`src/rtl/boot_loader_pkg.sv`:
```
// Shared types and constants for the boot loader: FSM state encoding,
// register indices seeded after a successful load and the header size.
package boot_loader_pkg;

    typedef enum logic [2:0] {
        ST_HDR,
        ST_DATA,
        ST_CSUM,
        ST_SEED_SP,
        ST_SEED_GP,
        ST_DONE,
        ST_ERR
    } bl_state_e;

    localparam logic [4:0] SP_IDX   = 5'd2;
    localparam logic [4:0] GP_IDX   = 5'd3;
    localparam int         HDR_BITS = 64;

    // States in which the loader consumes stream chunks.
    function automatic logic takes_stream(input bl_state_e s);
        return (s == ST_HDR) || (s == ST_DATA) || (s == ST_CSUM);
    endfunction

endpackage

```
`src/rtl/boot_word_asm.sv`:
```
// Little-endian shift-in word assembler. Collects OUT_W/IN_W chunks (first
// chunk lands in the LSBs) and flags the cycle in which the final chunk is
// presented, with the complete word available combinationally alongside.
module boot_word_asm #(
    parameter int IN_W  = 8,
    parameter int OUT_W = 64
) (
    input  logic             clk,
    input  logic             rst_n,
    input  logic             clear,
    input  logic             chunk_vld,
    input  logic [IN_W-1:0]  chunk,
    output logic             word_vld,
    output logic [OUT_W-1:0] word
);

    localparam int            CHUNKS = OUT_W / IN_W;
    localparam int            CW     = (CHUNKS > 1) ? $clog2(CHUNKS) : 1;
    localparam logic [CW-1:0] LAST   = CW'(CHUNKS - 1);

    logic [OUT_W-1:0] acc;
    logic [CW-1:0]    cnt;
    logic [OUT_W-1:0] merged;

    // New chunk enters at the top; older chunks drift toward the LSBs.
    always_comb begin
        // NOTE: every always_comb output gets an unconditional value first,
        // so no path can leave it unassigned and infer a latch.
        merged   = (acc >> IN_W) | (OUT_W'(chunk) << (OUT_W - IN_W));
        word     = merged;
        word_vld = chunk_vld && (cnt == LAST);
    end

    // Shift register and chunk position within the current word.
    always_ff @(posedge clk or negedge rst_n) begin
        // NOTE: sequential state uses non-blocking assignments so every
        // register samples pre-edge values regardless of statement order.
        if (!rst_n) begin
            acc <= '0;
            cnt <= '0;
        end else if (clear) begin
            acc <= '0;
            cnt <= '0;
        end else if (chunk_vld) begin
            acc <= merged;
            cnt <= (cnt == LAST) ? '0 : cnt + CW'(1);
        end
    end

endmodule

```
`src/rtl/boot_loader.sv`:
```
// Program loader: parses a framed image from a chunked byte stream, writes
// the payload to memory, verifies an XOR checksum, seeds sp/gp and then
// releases the core from reset.
module boot_loader
    import boot_loader_pkg::*;
#(
    parameter int              XLEN      = 64,
    parameter int              IN_W      = 8,
    parameter int              ADDR_W    = 32,
    parameter int              MEM_WORDS = 5000,
    parameter logic [XLEN-1:0] SP_INIT   = 64'h0000_0000_7fff_fff0,
    parameter logic [XLEN-1:0] GP_INIT   = 64'h0000_0000_1000_0000
) (
    input  logic              clk,
    input  logic              rst_n,
    input  logic              restart,
    input  logic [IN_W-1:0]   s_data,
    input  logic              s_valid,
    output logic              s_ready,
    output logic              mem_we,
    output logic [ADDR_W-1:0] mem_addr,
    output logic [XLEN-1:0]   mem_wdata,
    output logic              rf_we,
    output logic [4:0]        rf_waddr,
    output logic [XLEN-1:0]   rf_wdata,
    output logic              core_rst_n,
    output logic              done,
    output logic              err
);

    bl_state_e state, next_state;

    logic [31:0]   base, count, idx;
    logic [XLEN-1:0] csum;

    logic                hdr_chunk, dat_chunk, restart_go;
    logic                hdr_vld, dat_vld;
    logic [HDR_BITS-1:0] hdr_word;
    logic [XLEN-1:0]     dat_word;
    logic [31:0]         hdr_base, hdr_count;
    logic                range_bad, last_word;

    logic              s_ready_d, mem_we_d, rf_we_d, core_rst_n_d, done_d, err_d;
    logic [ADDR_W-1:0] mem_addr_d;
    logic [XLEN-1:0]   mem_wdata_d, rf_wdata_d;
    logic [4:0]        rf_waddr_d;

    assign hdr_chunk  = s_valid && s_ready && (state == ST_HDR);
    assign dat_chunk  = s_valid && s_ready && ((state == ST_DATA) || (state == ST_CSUM));
    assign restart_go = restart && ((state == ST_DONE) || (state == ST_ERR));

    assign hdr_base  = hdr_word[31:0];
    assign hdr_count = hdr_word[63:32];
    // 33-bit sum so a huge base plus count cannot wrap past the check.
    assign range_bad = ({1'b0, hdr_base} + {1'b0, hdr_count}) > 33'(MEM_WORDS);
    assign last_word = ({1'b0, idx} + 33'd1) == {1'b0, count};

    boot_word_asm #(.IN_W(IN_W), .OUT_W(HDR_BITS)) u_hdr_asm (
        .clk       (clk),
        .rst_n     (rst_n),
        .clear     (restart_go),
        .chunk_vld (hdr_chunk),
        .chunk     (s_data),
        .word_vld  (hdr_vld),
        .word      (hdr_word)
    );

    // Payload words and the checksum trailer share one assembler.
    boot_word_asm #(.IN_W(IN_W), .OUT_W(XLEN)) u_dat_asm (
        .clk       (clk),
        .rst_n     (rst_n),
        .clear     (restart_go),
        .chunk_vld (dat_chunk),
        .chunk     (s_data),
        .word_vld  (dat_vld),
        .word      (dat_word)
    );

    // State register.
    always_ff @(posedge clk or negedge rst_n) begin
        if (!rst_n) state <= ST_HDR;
        else        state <= next_state;
    end

    // Next-state selection from assembled fields and the restart pulse.
    always_comb begin
        next_state = state;
        unique case (state)
            ST_HDR: begin
                if (hdr_vld) begin
                    if (range_bad)           next_state = ST_ERR;
                    else if (hdr_count == 0) next_state = ST_CSUM;
                    else                     next_state = ST_DATA;
                end
            end
            ST_DATA:    if (dat_vld && last_word) next_state = ST_CSUM;
            ST_CSUM:    if (dat_vld) next_state = (dat_word == csum) ? ST_SEED_SP : ST_ERR;
            ST_SEED_SP: next_state = ST_SEED_GP;
            ST_SEED_GP: next_state = ST_DONE;
            ST_DONE:    if (restart_go) next_state = ST_HDR;
            ST_ERR:     if (restart_go) next_state = ST_HDR;
            default:    next_state = ST_HDR;
        endcase
    end

    // Output values for the coming cycle, decoded from the state being entered.
    always_comb begin
        s_ready_d    = takes_stream(next_state);
        done_d       = (next_state == ST_DONE);
        core_rst_n_d = (next_state == ST_DONE);
        err_d        = (next_state == ST_ERR);
        mem_we_d     = (state == ST_DATA) && dat_vld;
        mem_addr_d   = '0;
        mem_wdata_d  = '0;
        rf_we_d      = (next_state == ST_SEED_SP) || (next_state == ST_SEED_GP);
        rf_waddr_d   = '0;
        rf_wdata_d   = '0;
        if (mem_we_d) begin
            mem_addr_d  = ADDR_W'(base + idx);
            mem_wdata_d = dat_word;
        end
        if (next_state == ST_SEED_SP) begin
            rf_waddr_d = SP_IDX;
            rf_wdata_d = SP_INIT;
        end else if (next_state == ST_SEED_GP) begin
            rf_waddr_d = GP_IDX;
            rf_wdata_d = GP_INIT;
        end
    end

    // Registered outputs.
    always_ff @(posedge clk or negedge rst_n) begin
        if (!rst_n) begin
            s_ready    <= 1'b1;
            mem_we     <= 1'b0;
            mem_addr   <= '0;
            mem_wdata  <= '0;
            rf_we      <= 1'b0;
            rf_waddr   <= '0;
            rf_wdata   <= '0;
            core_rst_n <= 1'b0;
            done       <= 1'b0;
            err        <= 1'b0;
        end else begin
            s_ready    <= s_ready_d;
            mem_we     <= mem_we_d;
            mem_addr   <= mem_addr_d;
            mem_wdata  <= mem_wdata_d;
            rf_we      <= rf_we_d;
            rf_waddr   <= rf_waddr_d;
            rf_wdata   <= rf_wdata_d;
            core_rst_n <= core_rst_n_d;
            done       <= done_d;
            err        <= err_d;
        end
    end

    // Frame bookkeeping: base, word count, write index and running XOR.
    always_ff @(posedge clk or negedge rst_n) begin
        if (!rst_n) begin
            base  <= '0;
            count <= '0;
            idx   <= '0;
            csum  <= '0;
        end else if (restart_go) begin
            idx  <= '0;
            csum <= '0;
        end else if ((state == ST_HDR) && hdr_vld) begin
            base  <= hdr_base;
            count <= hdr_count;
            idx   <= '0;
            csum  <= '0;
        end else if ((state == ST_DATA) && dat_vld) begin
            idx  <= idx + 32'd1;
            csum <= csum ^ dat_word;
        end
    end

endmodule
```
`config.mk`:
```
export PLATFORM = sky130hd
export DESIGN_NAME = boot_loader
export DESIGN_NICKNAME = d
export VERILOG_FILES = /design/src/rtl/boot_loader_pkg.sv /design/src/rtl/boot_word_asm.sv /design/src/rtl/boot_loader.sv
export SDC_FILE = /design/constraint.sdc
export NUM_CORES = 1
export LEC_CHECK = 0
export ABC_AREA = 0
export BUFFER_PORTS_ARGS = -buffer_cell sky130_fd_sc_hd__buf_4
export CAP_MARGIN = 40
export CORE_MARGIN = 4
export CORE_UTILIZATION = 41
export CTS_BUF_LIST = sky130_fd_sc_hd__clkbuf_8
export CTS_CLUSTER_SIZE = 14
export DETAILED_ROUTE_END_ITERATION = 8
export PLACE_DENSITY = 0.69
export SLEW_MARGIN = 0
export SYNTH_ARGS = -nofsm -noshare
export SYNTH_HDL_FRONTEND = slang
export SYNTH_SLANG_ARGS = --single-unit
```
`constraint.sdc`:
```
create_clock -name clk -period 3.6 [get_ports clk]
set_input_delay 0.54 -clock clk [delete_from_list [all_inputs] [get_ports clk]]
set_output_delay 0.54 -clock clk [all_outputs]
set_load 0.05 [all_outputs]
```
==> results of run 1 <==
-- sequential cells by signal, summed over array words and instances, names as in the netlist --
| signal | cells |
|---|---|
| u_hdr_asm.cnt | 3 |
| mem_we | 1 |
| csum | 64 |
| count | 32 |
| done | 1 |
| s_ready | 1 |
| base | 32 |
| u_dat_asm.acc | 56 |
| mem_wdata | 64 |
| mem_addr | 32 |
| rf_wdata | 2 |
| u_hdr_asm.acc | 56 |
| u_dat_asm.cnt | 3 |
| rf_waddr | 1 |
| err | 1 |
| state | 3 |
| idx | 32 |
-- Yosys cell counts (all sizes together) (9+ instances only) --
cell and n:
nand2 313, and3 14, a21oi 191, a211o 9, and2 77, xor2 38
o211ai 71, o21ai 69, buf 82, dfrtp 383, nor2 89, ha 68
xnor2 111, clkbuf 91, o31ai 20, nor4 21, nor3 28, mux2 62
nand4 41, o21a 75, a21o 23, nand2b 12, inv 20, nand3 29
-- cells by family (layout without fill, tap and decap cells) --
logic type | after synthesis | count (layout)
compound gates | 532 | 532
buf+inv | 193 | 520
fa+ha+maj | 70 | 70
flops | 384 | 384
mux | 68 | 68
simple gates | 669 | 669
xor+xnor | 149 | 149
other cells | 1 | 41
-- power by group through the flow --
| stage | combinational [W] | clock (W) | sequential, W |
|---|---|---|---|
| global placement | 0.00651 | 0 | 0.00608 |
| detailed placement | 0.00662 | 0 | 0.00614 |
| floorplan | 0.00396 | 0 | 0.00595 |
| global route | 0.00746 | 0.00401 | 0.00619 |
| CTS | 0.00676 | 0.00382 | 0.00607 |
| finish | 0.00686 | 0.00375 | 0.00609 |
-- per-layer routing --
layer  up-vias  wire [um]
met5         -          0
met2       593      26570
met3        84       4076
met1      8341      27450
met4         0       1334
li1       7849          -
-- layout by cell type, fill, tap and decap left out, drive strengths merged, types with 14 or more instances in the layout --
master and n:
and2 77, nor4 21, nand4 41, ha 68, xnor2 111, o211ai 71, a21oi 191, inv 45
a21o 23, nand2 313, xor2 38, clkbuf 75, o21ai 69, conb 40, nor2 89, and3 14
nor3 28, mux2 62, nand3 29, dfrtp 383, buf 387, o21a 75, o31ai 20
-- timing repair --
item                                   in CTS  in global routing
cloned                                      0                  0
endpoints found under the hold margin      82                  0
pin swaps                                   8                  9
resized for setup                          11                 14
buffers inserted                            5                  2
hold buffers                                1                  0
setup endpoints to repair                   5                  7
-- metrics by stage --
stage                     instances  TNS (ps)  worst slack [ps]  util [%]
after CTS                      3086    -845.5            -304.9     51.02
after detailed placement       2969     -1635            -430.0     48.25
final                          3089    -588.0            -251.5     51.19
after floorplan                2105    -295.2            -179.1         -
after global routing           3089     -1233            -360.2     51.19
after global placement         2967     -1377            -372.8     48.20
-- how the worst min path moves through the flow --
stage,start,endpoint
finish,restart,state[1]$_DFF_PN0_
global route,restart,done$_DFF_PN0_
CTS,restart,done$_DFF_PN0_
global placement,u_dat_asm.cnt[0]$_DFFE_PN0P_,u_dat_asm.cnt[0]$_DFFE_PN0P_
detailed placement,u_dat_asm.cnt[0]$_DFFE_PN0P_,u_dat_asm.cnt[0]$_DFFE_PN0P_
floorplan,rst_n,base[0]$_DFFE_PN0P_
-- worst max-delay path, cell delays in order (launching register included) --
cell	delay, ps
dfrtp_1	410
ha_4	180
fa_2	350
a211oi_2	240
nor2_2	80
a41o_4	250
and4_4	160
or2_4	220
a311o_1	280
a2111o_1	330
or4_4	570
or4_4	500
and2_4	170
-- cell type report --
cell class	instances	area, um^2	area share [%]
multi-input cells	1528	9886	40.11
flip-flops and latches	384	9610	39.00
repair buffers	388	3008	12.20
clock buffers	75	1032	4.188
well taps	656	820.8	3.330
clock inverters	37	210.2	0.8529
inverters	20	75.07	0.3046
diodes	1	2.502	0.01015
==> impl_metrics.tcl, run 1 <==
set metrics [dict create \
    die_y_um 229.7 \
    gp_congestion 0.8709 \
    nets 2463 \
    h-tree-depth 2 \
    seqPwrFrac_pct 36.5 \
    p_int_w 0.01018 \
    core_um2 48150 \
    cts-root-buf "clkbuf_8" \
    synth_compound_area_share_pct 17.09 \
    cp-end-kind "flip-flop" \
    ys_warn_count 0 \
    synth_top_family_by_area "compound AO/OA/AOI/OAI gates" \
    synth_cell_types 75 \
    vdd_drop_max_mv 0.3378 \
    tightest_slew_ps 758.3 \
    die_w_um 229.7 \
    pwr-share-clk_pct 22.5 \
    synth-async-reset-ratio_pct 100.0 \
    vias 16870 \
    leakage_nw 11.79 \
    cts_tree "yes" \
    synth_xor_area_share_pct 6.511 \
    p_total_w 0.01670 \
    regToRegSetupSlack_ps -250 \
    timing.hold.ws_ps 326.2 \
    grt_usage_pct 21.81 \
    switching_share_pct 39.03 \
    yosysTopAreaCellShare_pct 47.55 \
    synth_mux_area_share_pct 3.761 \
    clock_path_buffers 3 \
    fillers 4308 \
    grt_pass1_wl_mm 92.93 \
    worstPathRequired_ps 4130 \
    start_kind "flip-flop" \
    post-route-period-util_pct 107.0 \
    slew_headroom_pct 49.44 \
    antenna_found_initial 1 \
    grt_setup_unrepaired "yes" \
    cts.sinks 384 \
    synth_edf_count 0 \
    dp_hpwl_mm 43.02 \
    vias_per_cell 5.460 \
    use_met1_pct 32.36 \
    gr-max-usage-layer "met2" \
    io_pins 183 \
    synthAdderAreaFrac_pct 4.419 \
    arrival_ps 4380 \
    grt_max_degree 101 \
    start_util_pct 41.87 \
    syn_to_final_growth_pct 22.26 \
    power_density_nw_per_um2 677.5 \
    fmax_ghz 0.2596 \
    synth_area_per_cell_um2 9.757 \
    dieArea_um2 52780 \
    setup_slack_ps -251.5 \
    status "complete, but fails checks" \
    combPwrFrac_pct 41.1 \
    reg2reg_depth 12 \
    dr.pass1.iters 7 \
    seq_area_frac_synth_pct 47.68 \
    p_switching_w 0.006517 \
    wl_per_cell_um 19.24 \
    placed_cell_area_um2 23230 \
    finalSetupViolations 5 \
    clkLatencyLatePin_ps 670 \
    portBuffers 142 \
    synthSimpleGateAreaFrac_pct 15.66 \
    met2_usage_pct 33.62 \
    synth_area_um2 20160 \
    layout-drive-gt1-share_pct 24.14 \
    crit_type "flip-flop to flip-flop" \
    cap_violations 0 \
    rows 80 \
    whs_path_depth 3 \
    grt_pass1_vias 16330 \
    crit_start "u_hdr_asm.acc[8]$_DFFE_PN0P_" \
    critPathMaxFanout 5 \
    cp-endpoint "state[2]$_DFF_PN0_" \
    ys_seq_elements 384 \
    drt_iter0_drc 1446 \
    synth.area.top_cells "dfrtp_1, nand2_1, xnor2_1, a21oi_1, ha_1" \
    yosys.area.top_type "dfrtp_1" \
    synthFlopType "dfrtp_1" \
    period_needed_ps 3851 \
    ant_nets 0 \
    violations "setup timing" \
    wirelength_mm 59.43 \
    skew_ps 63.51 \
    r2r_end "state[2]$_DFF_PN0_" \
    regToRegStartpoint "u_hdr_asm.acc[8]$_DFFE_PN0P_" \
    route.detailed.drc 0 \
    slew_viol_final 0 \
    cts_inserted_buffers 59 \
    postSynthCellCount 2066 \
    clk_pin_slew_ps 70 \
    fin_area_um2 24640 \
    grt_overflow 0 \
    hold_viol 0 \
    hold_class "primary input to flip-flop" \
    grt_util_met3_pct 3.342 \
]
Note: power is estimated with default switching activity, not from simulation.
==> run 2: changes to the inputs <==
- CTS_BUF_LIST: sky130_fd_sc_hd__clkbuf_8 -> sky130_fd_sc_hd__clkbuf_8 sky130_fd_sc_hd__clkbuf_16
==> impl_metrics.tcl, run 2 (synthesized netlist as in run 1, its figures left out) <==
set metrics [dict create \
    h-tree-depth 2 \
    biggestRegsByFlops "csum (64), mem_wdata (64)" \
    cts-root-buf "clkbuf_16" \
    gp_congestion 0.8709 \
    clkLatencyLatePin_ps 540 \
    fmax_ghz 0.2589 \
    regToRegStartpoint "u_hdr_asm.acc[8]$_DFFE_PN0P_" \
    fin_util_pct 51.34 \
    diodes 0 \
    layout-drive-gt1-share_pct 23.36 \
    drt_iter0_drc 1518 \
    clk_pin_slew_ps 60 \
    final_cells 3045 \
    leakage_nw 11.75 \
    finalSetupViolations 5 \
    multi_input_area_um2 9883 \
    syn_to_final_growth_pct 22.62 \
    route.detailed.drc 0 \
    die_w_um 229.7 \
    critPathMaxFanout 3 \
    wirelength_mm 59.12 \
    dp.cells 2969 \
    crit_path_max_incr_delay_ps 570 \
    power_density_nw_per_um2 692.9 \
    regArea_um2 9610 \
    grt_max_degree 101 \
    cts_inserted_buffers 38 \
    io_pins 183 \
    post-route-period-util_pct 107.3 \
    violations "setup timing" \
    critical-path-slowest-cell "or4_4" \
    cts_tree "yes" \
    grt_setup_unrepaired "yes" \
    status "complete, but fails checks" \
    placed_cell_area_um2 23230 \
    crit_start "u_hdr_asm.acc[8]$_DFFE_PN0P_" \
    timing.hold.ws_ps 33.78 \
    hold_class "primary input to asynchronous set/reset pin" \
    setup_tns_ps -616.0 \
    grt_pass1_vias 16250 \
    mostFrequentLayoutCells "dfrtp_1, buf_4, nand2_1" \
    worstPathCellList "ha_4 -> buf_4 -> a211o_1 -> a311o_1 -> a21oi_4 -> a21bo_2 -> a21oi_2 -> mux2_2 -> a2111o_1 -> or4_4 -> or4_4 -> and2_1" \
    arrival_ps 4300 \
    dieArea_um2 52780 \
    antenna_found_initial 0 \
    ant_nets 0 \
    fillers 4307 \
    fin_area_um2 24720 \
    cap_violations 0 \
    die_y_um 229.7 \
    crit_top_cell "or4_4" \
    period_needed_ps 3862 \
    cts.sinks 384 \
    hold_viol 0 \
    vdd_drop_max_mv 0.3458 \
    layout_commonest_cell "dfrtp_1" \
    grt_pass1_wl_mm 92.86 \
    vias 16630 \
    slew_headroom_pct 51.94 \
    slew_viol_final 0 \
    portBuffers 142 \
    vias_per_cell 5.461 \
    skew_ps 20.66 \
    rows 80 \
    clock_path_buffers 3 \
    nets 2441 \
    dr.pass1.iters 7 \
    wl_per_cell_um 19.41 \
    grt_usage_pct 21.82 \
    core_um2 48150 \
    tightest_slew_ps 720.8 \
    crit_type "flip-flop to flip-flop" \
    dp_hpwl_mm 43.02 \
    start_kind "flip-flop" \
    grt_overflow 0 \
    setup_slack_ps -262.4 \
    start_util_pct 41.87 \
    worstPathRequired_ps 4040 \
    cp-end-kind "flip-flop" \
]
## run 2: cell count changes in the layout (fill, tap and decap cells not counted), sizes merged
cell,delta
clkbuf,-26
diode,-1
inv,-14
clkinvlp,-3
bufinv,+3
clkinv,-2
dlygate4sd3,-1
## run 2: layout make-up
type	instances	area share, %
Sequential cell	384	38.88
Tap cell	656	3.321
Clock buffer	49	4.505
Inverter	20	0.3037
Timing Repair Buffer	387	12.13
Clock inverter	21	0.8757
Multi-Input combinational cell	1528	39.98
## run 2: metal layers
metal	wire, um	track usage [%]
met5	0	0
met4	1545	5.784
met3	3790	3.205
met2	26450	33.65
met1	27330	32.38
## run 2: worst paths after layout
check / endpoint / slack, ps / depth (start not counted)
worst max-delay path: state[2]$_DFF_PN0_ / -260 / 12
worst min-delay path: base[1]$_DFFE_PN0P_ / 30 / 1
worst max register to register: state[2]$_DFF_PN0_ / -260 / 12
worst min register to register: u_dat_asm.cnt[0]$_DFFE_PN0P_ / 510 / 1
max in group asynchronous: mem_wdata[19]$_DFF_PN0_ / 2690 / 2
min in group clk: state[1]$_DFF_PN0_ / 410 / 3
## run 2: power by group
part           total [W]  internal (W)  switching [W]  leakage, nW
combinational    0.00685       0.00303        0.00382         5.83
clock            0.00419       0.00248        0.00171        0.695
sequential       0.00609       0.00518       0.000912         5.23
total             0.0171        0.0107        0.00644         11.8
## run 2: timing repair
item,CTS,global route
cloned,0,0
hold buffers,0,0
pin swaps,8,7
buffers inserted,5,2
resized for setup,11,13
endpoints found under the setup margin,5,7
## run 2: stage by stage
stage | setup slack (ps) | total power [W]
after floorplan | -179.1 | 0.009907
after global placement | -372.8 | 0.01259
after detailed placement | -430.0 | 0.01277
after CTS | -293.0 | 0.01710
after global routing | -375.8 | 0.01809
final | -262.4 | 0.01713
## run 2: worst max-delay path, delay by kind of cell (launching register included)
| kind | cells | cell delay (ps) |
|---|---|---|
| AO/OA/AOI/OAI | 6 | 1530 |
| flip-flops | 1 | 410 |
| multiplexers | 1 | 280 |
| adder cells (fa/ha/maj) | 1 | 180 |
| AND/OR/NAND/NOR | 3 | 1240 |
| buffers and inverters | 1 | 130 |
